### config.mk
export PLATFORM = sky130hd
export DESIGN_NAME = keccak_padder
export DESIGN_NICKNAME = d
export VERILOG_FILES = /design/src/rtl/keccak_pkg.sv /design/src/rtl/dffre.sv /design/src/rtl/keccak_pad_insert.sv /design/src/rtl/keccak_padder.sv
export SDC_FILE = /design/constraint.sdc
export NUM_CORES = 2
export LEC_CHECK = 0
export CAP_MARGIN = 10
export CORE_AREA = 2 2 559 561
export DETAILED_ROUTE_END_ITERATION = 10
export DIE_AREA = 0 0 561 563
export GPL_TIMING_DRIVEN = 1
export HOLD_SLACK_MARGIN = 0.12
export SLEW_MARGIN = 20
export SYNTH_ARGS = -nofsm -noshare
export SYNTH_HDL_FRONTEND = slang
export SYNTH_SLANG_ARGS = --single-unit
### constraint.sdc
create_clock -name clk -period 61.2 [get_ports clk]
set_input_delay 18.36 -clock clk [delete_from_list [all_inputs] [get_ports clk]]
set_output_delay 18.36 -clock clk [all_outputs]
set_load 0.01 [all_outputs]
### src/rtl/keccak_pkg.sv
// Shared constants, state encoding and rate helper for the keccak padder.
package keccak_pkg;

    localparam logic [7:0] SUFFIX_SHA3  = 8'h06;
    localparam logic [7:0] SUFFIX_SHAKE = 8'h1F;

    typedef enum logic {
        FILL = 1'b0,
        EMIT = 1'b1
    } state_t;

    function automatic int rate_bytes(input int d, input int l);
        return (25 * (2 ** l) - 2 * d) / 8;
    endfunction

endpackage

### src/rtl/dffre.sv
// Register with asynchronous active-high reset to zero and load enable.
module dffre #(
    parameter int W = 1
) (
    input  logic         clk,
    input  logic         reset,
    input  logic         en,
    input  logic [W-1:0] d,
    output logic [W-1:0] q
);

    always_ff @(posedge clk or posedge reset) begin
        if (reset) q <= '0;
        else if (en) q <= d;
    end

endmodule

### src/rtl/keccak_pad_insert.sv
// Byte-lane write mask and data/pad overlay for one word landing at ptr.
module keccak_pad_insert #(
    parameter int R        = 172,
    parameter int IN_BYTES = 4,
    parameter int PW       = $clog2(R + 1),
    parameter int NW       = $clog2(IN_BYTES) + 1
) (
    input  logic [PW-1:0]         ptr,
    input  logic [NW-1:0]         n,
    input  logic                  last,
    input  logic [7:0]            suffix,
    input  logic [8*IN_BYTES-1:0] data,
    output logic [R-1:0]          we,
    output logic [8*R-1:0]        ovl
);

    localparam int BW = (IN_BYTES > 1) ? $clog2(IN_BYTES) : 1;

    logic [7:0] bytes [IN_BYTES];
    int         p;
    int         e;

    always_comb begin
        for (int j = 0; j < IN_BYTES; j++) bytes[j] = data[8*j +: 8];
    end

    always_comb begin
        we  = '0;
        ovl = '0;
        p   = int'(ptr);
        e   = int'(ptr) + int'(n);
        for (int k = 0; k < R; k++) begin
            if (k >= p && k < e) begin
                we[k]        = 1'b1;
                ovl[8*k +: 8] = bytes[BW'(k - p)];
            end
            // Bytes past the fill point are zero, so OR-ing pad bits is a plain write.
            if (last && e < R) begin
                if (k == e) begin
                    we[k]         = 1'b1;
                    ovl[8*k +: 8] = ovl[8*k +: 8] | suffix;
                end
                if (k == R - 1) begin
                    we[k]         = 1'b1;
                    ovl[8*k +: 8] = ovl[8*k +: 8] | 8'h80;
                end
            end
        end
    end

endmodule

### src/rtl/keccak_padder.sv
// SHA-3/SHAKE pad10*1 block assembler in front of the keccak absorb core.
// Define KECCAK_PADDER_ERR_EN to enable the sticky in_bytes protocol check.
module keccak_padder
    import keccak_pkg::*;
#(
    parameter int         d        = 112,
    parameter int         l        = 6,
    parameter int         w        = 2 ** l,
    parameter int         b        = 25 * w,
    parameter int         c        = 2 * d,
    parameter int         r        = b - c,
    parameter int         R        = r / 8,
    parameter int         IN_BYTES = 4,
    parameter logic [7:0] SUFFIX   = SUFFIX_SHA3
) (
    input  logic                         clk,
    input  logic                         reset,
    input  logic                         in_valid,
    output logic                         in_ready,
    input  logic [8*IN_BYTES-1:0]        in_data,
    input  logic [$clog2(IN_BYTES):0]    in_bytes,
    input  logic                         in_last,
    output logic                         block_valid,
    input  logic                         block_ready,
    output logic [r-1:0]                 block,
    output logic                         block_last,
    output logic                         error
);

    localparam int PW = $clog2(R + 1);
    localparam int NW = $clog2(IN_BYTES) + 1;

    state_t          state;
    state_t          state_n;
    logic            state_q;
    logic [PW-1:0]   ptr;
    logic [PW-1:0]   ptr_n;
    logic            pad_pending;
    logic            pad_n;
    logic            last_n;
    logic [r-1:0]    block_n;
    logic [NW-1:0]   n;
    logic [PW:0]     fill_end;
    logic            accept;
    logic            hshake;
    logic            upd;

    logic [PW-1:0]   pi_ptr;
    logic [NW-1:0]   pi_n;
    logic            pi_last;
    logic [R-1:0]    we;
    logic [8*R-1:0]  ovl;

    assign state       = state_t'(state_q);
    assign in_ready    = (state == FILL);
    assign block_valid = (state == EMIT);
    assign accept      = in_valid && in_ready;
    assign hshake      = block_valid && block_ready;
    assign upd         = accept || hshake;

    always_comb begin
        if (!in_last || in_bytes > NW'(IN_BYTES)) n = NW'(IN_BYTES);
        else n = in_bytes;
    end

    assign fill_end = {1'b0, ptr} + (PW + 1)'(n);

    // In EMIT the inserter is steered to produce the pad-only block.
    assign pi_ptr  = in_ready ? ptr : '0;
    assign pi_n    = in_ready ? n : '0;
    assign pi_last = in_ready ? in_last : 1'b1;

    keccak_pad_insert #(
        .R        (R),
        .IN_BYTES (IN_BYTES),
        .PW       (PW),
        .NW       (NW)
    ) u_ins (
        .ptr    (pi_ptr),
        .n      (pi_n),
        .last   (pi_last),
        .suffix (SUFFIX),
        .data   (in_data),
        .we     (we),
        .ovl    (ovl)
    );

    always_comb begin
        state_n = state;
        ptr_n   = ptr;
        pad_n   = pad_pending;
        last_n  = block_last;
        block_n = block;
        if (accept) begin
            for (int k = 0; k < R; k++) begin
                if (we[k]) block_n[8*k +: 8] = ovl[8*k +: 8];
            end
            ptr_n = fill_end[PW-1:0];
            if (in_last) begin
                state_n = EMIT;
                if (fill_end == (PW + 1)'(R)) pad_n = 1'b1;
                else last_n = 1'b1;
            end else if (fill_end == (PW + 1)'(R)) begin
                state_n = EMIT;
            end
        end else if (hshake) begin
            if (pad_pending) begin
                block_n = ovl;
                last_n  = 1'b1;
                pad_n   = 1'b0;
            end else begin
                block_n = '0;
                ptr_n   = '0;
                last_n  = 1'b0;
                state_n = FILL;
            end
        end
    end

    dffre #(.W(1)) u_state (
        .clk(clk), .reset(reset), .en(upd), .d(state_n), .q(state_q)
    );

    dffre #(.W(PW)) u_ptr (
        .clk(clk), .reset(reset), .en(upd), .d(ptr_n), .q(ptr)
    );

    dffre #(.W(1)) u_pad (
        .clk(clk), .reset(reset), .en(upd), .d(pad_n), .q(pad_pending)
    );

    dffre #(.W(1)) u_last (
        .clk(clk), .reset(reset), .en(upd), .d(last_n), .q(block_last)
    );

    dffre #(.W(r)) u_block (
        .clk(clk), .reset(reset), .en(upd), .d(block_n), .q(block)
    );

`ifdef KECCAK_PADDER_ERR_EN
    logic err_n;
    logic bad;

    assign bad   = in_last ? (in_bytes > NW'(IN_BYTES))
                           : (in_bytes != NW'(IN_BYTES));
    assign err_n = error || (accept && bad);

    dffre #(.W(1)) u_err (
        .clk(clk), .reset(reset), .en(1'b1), .d(err_n), .q(error)
    );
`else
    assign error = 1'b0;
`endif

endmodule

==> results.json <==
{
  "final_util_pct": 28.21,
  "slew_viol_final": 0,
  "max_slew_margin_pct": 9.090,
  "layout_commonest_cell": "clkdlybuf4s50_1",
  "worstPathArrival_ns": 25.13,
  "grt.overflow.total": 0,
  "endpoint_kind": "register",
  "hold_viol": 0,
  "routabilityCongestion": 0.9793,
  "r2r_slack_ns": 54.40,
  "ant_nets": 0,
  "cp_common_cell": "nand2_1",
  "startpoint": "in_last",
  "synth_area_um2": 61030,
  "clockBufferDepth": 4,
  "placementRows": 205,
  "drv_cap": 0,
  "critPathMaxFanout": 23,
  "ys_ff_latch": 1387,
  "antenna_found_initial": 52,
  "multi_input_area_um2": 24960,
  "grt_max_degree": 130,
  "whs_path_depth": 2,
  "finalSetupViolations": 0,
  "p_leak_nw": 36.08,
  "crit_family": "compound AO/OA/AOI/OAI gates",
  "ctsResizeCount": 0,
  "max_stage_delay_ns": 0.98,
  "setup_tns_ns": 0,
  "drtIter0Drc": 6861,
  "period_share_pct": 39.81,
  "drtPass1Iterations": 8,
  "start_kind": "input port",
  "layout_common_cells": "clkdlybuf4s50_1, dfrtp_1, a22o_1",
  "worst_slew_pin_slew_ns": 1.352,
  "ff2ff_path_depth": 11,
  "clkTransAtPathRegs_ns": 0.06,
  "cp_cell_sequence": "clkdlybuf4s50_1, nor2b_1, nand2_1, nor2_1, ha_1, a211oi_4, o21ai_2, buf_4, nand2_1, a31oi_1, o22a_1, o31ai_2, a22o_1",
  "max_freq_mhz": 41.04,
  "fillers": 31950,
  "period_minus_slack_ns": 24.36,
  "rsz0062_at_grt": "no",
  "vias": 58970,
  "die_area_um2": 315800,
  "critical_path_class": "in -> reg",
  "yosysSeqAreaShare_pct": 56.87,
  "fin_skew_ns": 0.05138,
  "ctsHoldBuffers": 0,
  "fin_nets": 6669,
  "grt_pass1_wl_um": 597700,
  "hold_start": "u_block.q[1128]",
  "seq_power_share_pct": 35.6,
  "initial_core_util_pct": 19.66,
  "drive_gt1_share_pct": 14.83,
  "ir_drop_uv": 21.03,
  "hpwl_um": 355700,
  "p_comb_share_pct": 24.7,
  "r2r-start": "u_state.q",
  "vias_per_cell": 5.398,
  "port_buffers": 1418,
  "cts_root_buf": "clkbuf_16",
  "synth_edf_count": 0,
  "wl_um": 462000,
  "drc": 0,
  "clkPwrFrac_pct": 39.7,
  "coreArea_um2": 310400,
  "syn-num-nets": 5147,
  "die_w_um": 561,
  "swShare_pct": 36.22,
  "syn_area_per_cell_um2": 11.98,
  "area_growth_pct": 43.48,
  "clock_latency_ns": 0.89,
  "io-pin-count": 1420,
  "worstHoldPathType": "reg -> reg",
  "p_switching_mw": 0.9816,
  "syn_inst": 5096,
  "seqCellArea_um2": 34710,
  "synth_flop_cell": "dfrtp_1",
  "numCtsBuffers": 170,
  "status": "finished clean",
  "required_ns": 61.97,
  "power_density_nw_per_um2": 30.95,
  "ys_types": 124,
  "wl_per_cell_um": 42.30,
  "cts_sinks": 1387,
  "htreeDepth": 4,
  "critical_path_buf_inv_count": 2,
  "internal_power_mw": 1.728,
  "track_usage_pct": 28.20,
  "async_flop_share_pct": 100.0,
  "r2r_end": "u_block.q[625]",
  "hold_end": "u_block.q[1128]",
  "die_y_um": 563,
  "grt_pass1_vias": 57680,
  "post_cts_buffers": 0,
  "synth_warnings": 0,
  "crit_slowest_cell": "a211oi_4",
  "tritoncts": "yes"
}
==> flip-flops by register name, indices dropped and copies added, names as in the netlist <==
register	flops
u_block.q	1376
u_ptr.q	8
u_last.q	1
u_pad.q	1
u_state.q	1
==> how the worst max path moves through the flow <==
stage	endpoint	slack (ns)	cells after the start
after floorplan	u_block.q[0]	3.73	1
after global placement	u_block.q[114]	35.45	11
after detailed placement	u_block.q[833]	36.17	12
after CTS	u_block.q[833]	37.07	12
final	u_block.q[285]	36.84	13
after global routing	u_block.q[833]	36.80	12
==> metrics by stage <==
| step | hold WS, ns | area (um^2) | cells | setup slack, ns | power, mW |
|---|---|---|---|---|---|
| after floorplan | 0.5131 | 61030 | 5096 | 3.731 | 1.261 |
| after global placement | 0.4621 | 81400 | 10580 | 35.45 | 1.632 |
| after detailed placement | 0.4694 | 81620 | 10590 | 36.17 | 1.637 |
| after CTS | 0.4839 | 87400 | 10880 | 37.07 | 2.719 |
| after global routing | 0.4996 | 87470 | 10890 | 36.80 | 2.777 |
| final | 0.4833 | 87560 | 10920 | 36.84 | 2.710 |
==> logic make-up (layout without fill, tap and decap cells) <==
| group | count (synthesis) | after routing | share of synthesized area, % |
|---|---|---|---|
| DFF | 1387 | 1387 | 56.87 |
| muxes | 91 | 91 | 1.855 |
| and+or+nand+nor | 965 | 965 | 7.580 |
| xor gates and xnor gates | 8 | 8 | 0.1394 |
| adders and majority gates | 11 | 11 | 0.2501 |
| AOI/OAI and AO/OA | 2185 | 2185 | 30.13 |
| other | 1 | 40 | 0.006145 |
| buffers and inverters | 448 | 2096 | 3.168 |
==> area by class of cell <==
cell class / count / area share, %
sequential: 1387 / 39.64
multi-input combinational: 3261 / 28.50
timing repair buffer: 1699 / 18.79
tap: 4140 / 5.916
clock buffer: 222 / 5.323
clock inverter: 76 / 1.280
inverter: 99 / 0.4330
antenna: 39 / 0.1115
==> cells in the mapped netlist, types with 11 or more instances <==
cell,instances,area [um^2]
dfrtp_1,1387,34710
a22o_1,695,6087
nand2_1,338,1269
nor2_1,246,923.4
o21ai_0,215,1076
clkbuf_1,209,784.5
a21oi_1,199,996.0
o2bb2ai_1,190,1664
a221o_1,148,1481
nor3_1,116,580.6
inv_1,95,356.6
nand3_1,85,425.4
o22ai_1,76,475.5
buf_2,72,360.4
o21ai_1,67,335.3
a22oi_1,49,367.9
a32o_1,47,470.5
a31o_2,40,350.3
mux2_2,39,439.2
a21o_1,37,277.8
o31ai_2,35,437.9
a211oi_2,34,425.4
o21ai_2,33,289.0
buf_1,32,120.1
mux2i_1,30,300.3
a211oi_4,29,580.6
buf_4,29,217.7
o31ai_1,28,210.2
a31oi_1,23,143.9
nand4_1,22,137.6
a211o_1,18,157.7
or3_1,18,112.6
nand2b_1,17,106.4
a211oi_1,16,120.1
a21oi_2,16,140.1
nor2b_1,15,93.84
and3_1,14,87.58
o211ai_1,14,105.1
a2bb2o_1,13,130.1
nor4_1,13,81.33
and2_1,12,75.07
mux4_2,12,270.3
o31ai_4,11,234.0
==> tightest hold or removal path: cells and delay by family (launching register included) <==
kind	cells	cell delay (ns)
compound gates	1	0.06
flops	1	0.34
simple gates	1	0.04
==> per-layer routing <==
| layer | part of all wire (%) | up-vias | track usage [%] |
|---|---|---|---|
| met5 | 0.019 | - | 0 |
| met4 | 4.7 | 14 | 11.95 |
| met3 | 9.2 | 800 | 8.461 |
| met2 | 45 | 3947 | 44.18 |
| met1 | 41 | 31270 | 35.94 |
| li1 | - | 22930 | - |
==> power by group through the flow <==
stage / Sequential, mW / Clock (mW) / Combinational [mW]
after CTS: 0.966 / 1.10 / 0.658
final: 0.966 / 1.08 / 0.668
after global routing: 0.967 / 1.13 / 0.678
after floorplan: 0.988 / 0 / 0.273
after detailed placement: 0.982 / 0 / 0.656
after global placement: 0.981 / 0 / 0.651
(Power assumes the default switching activity.)
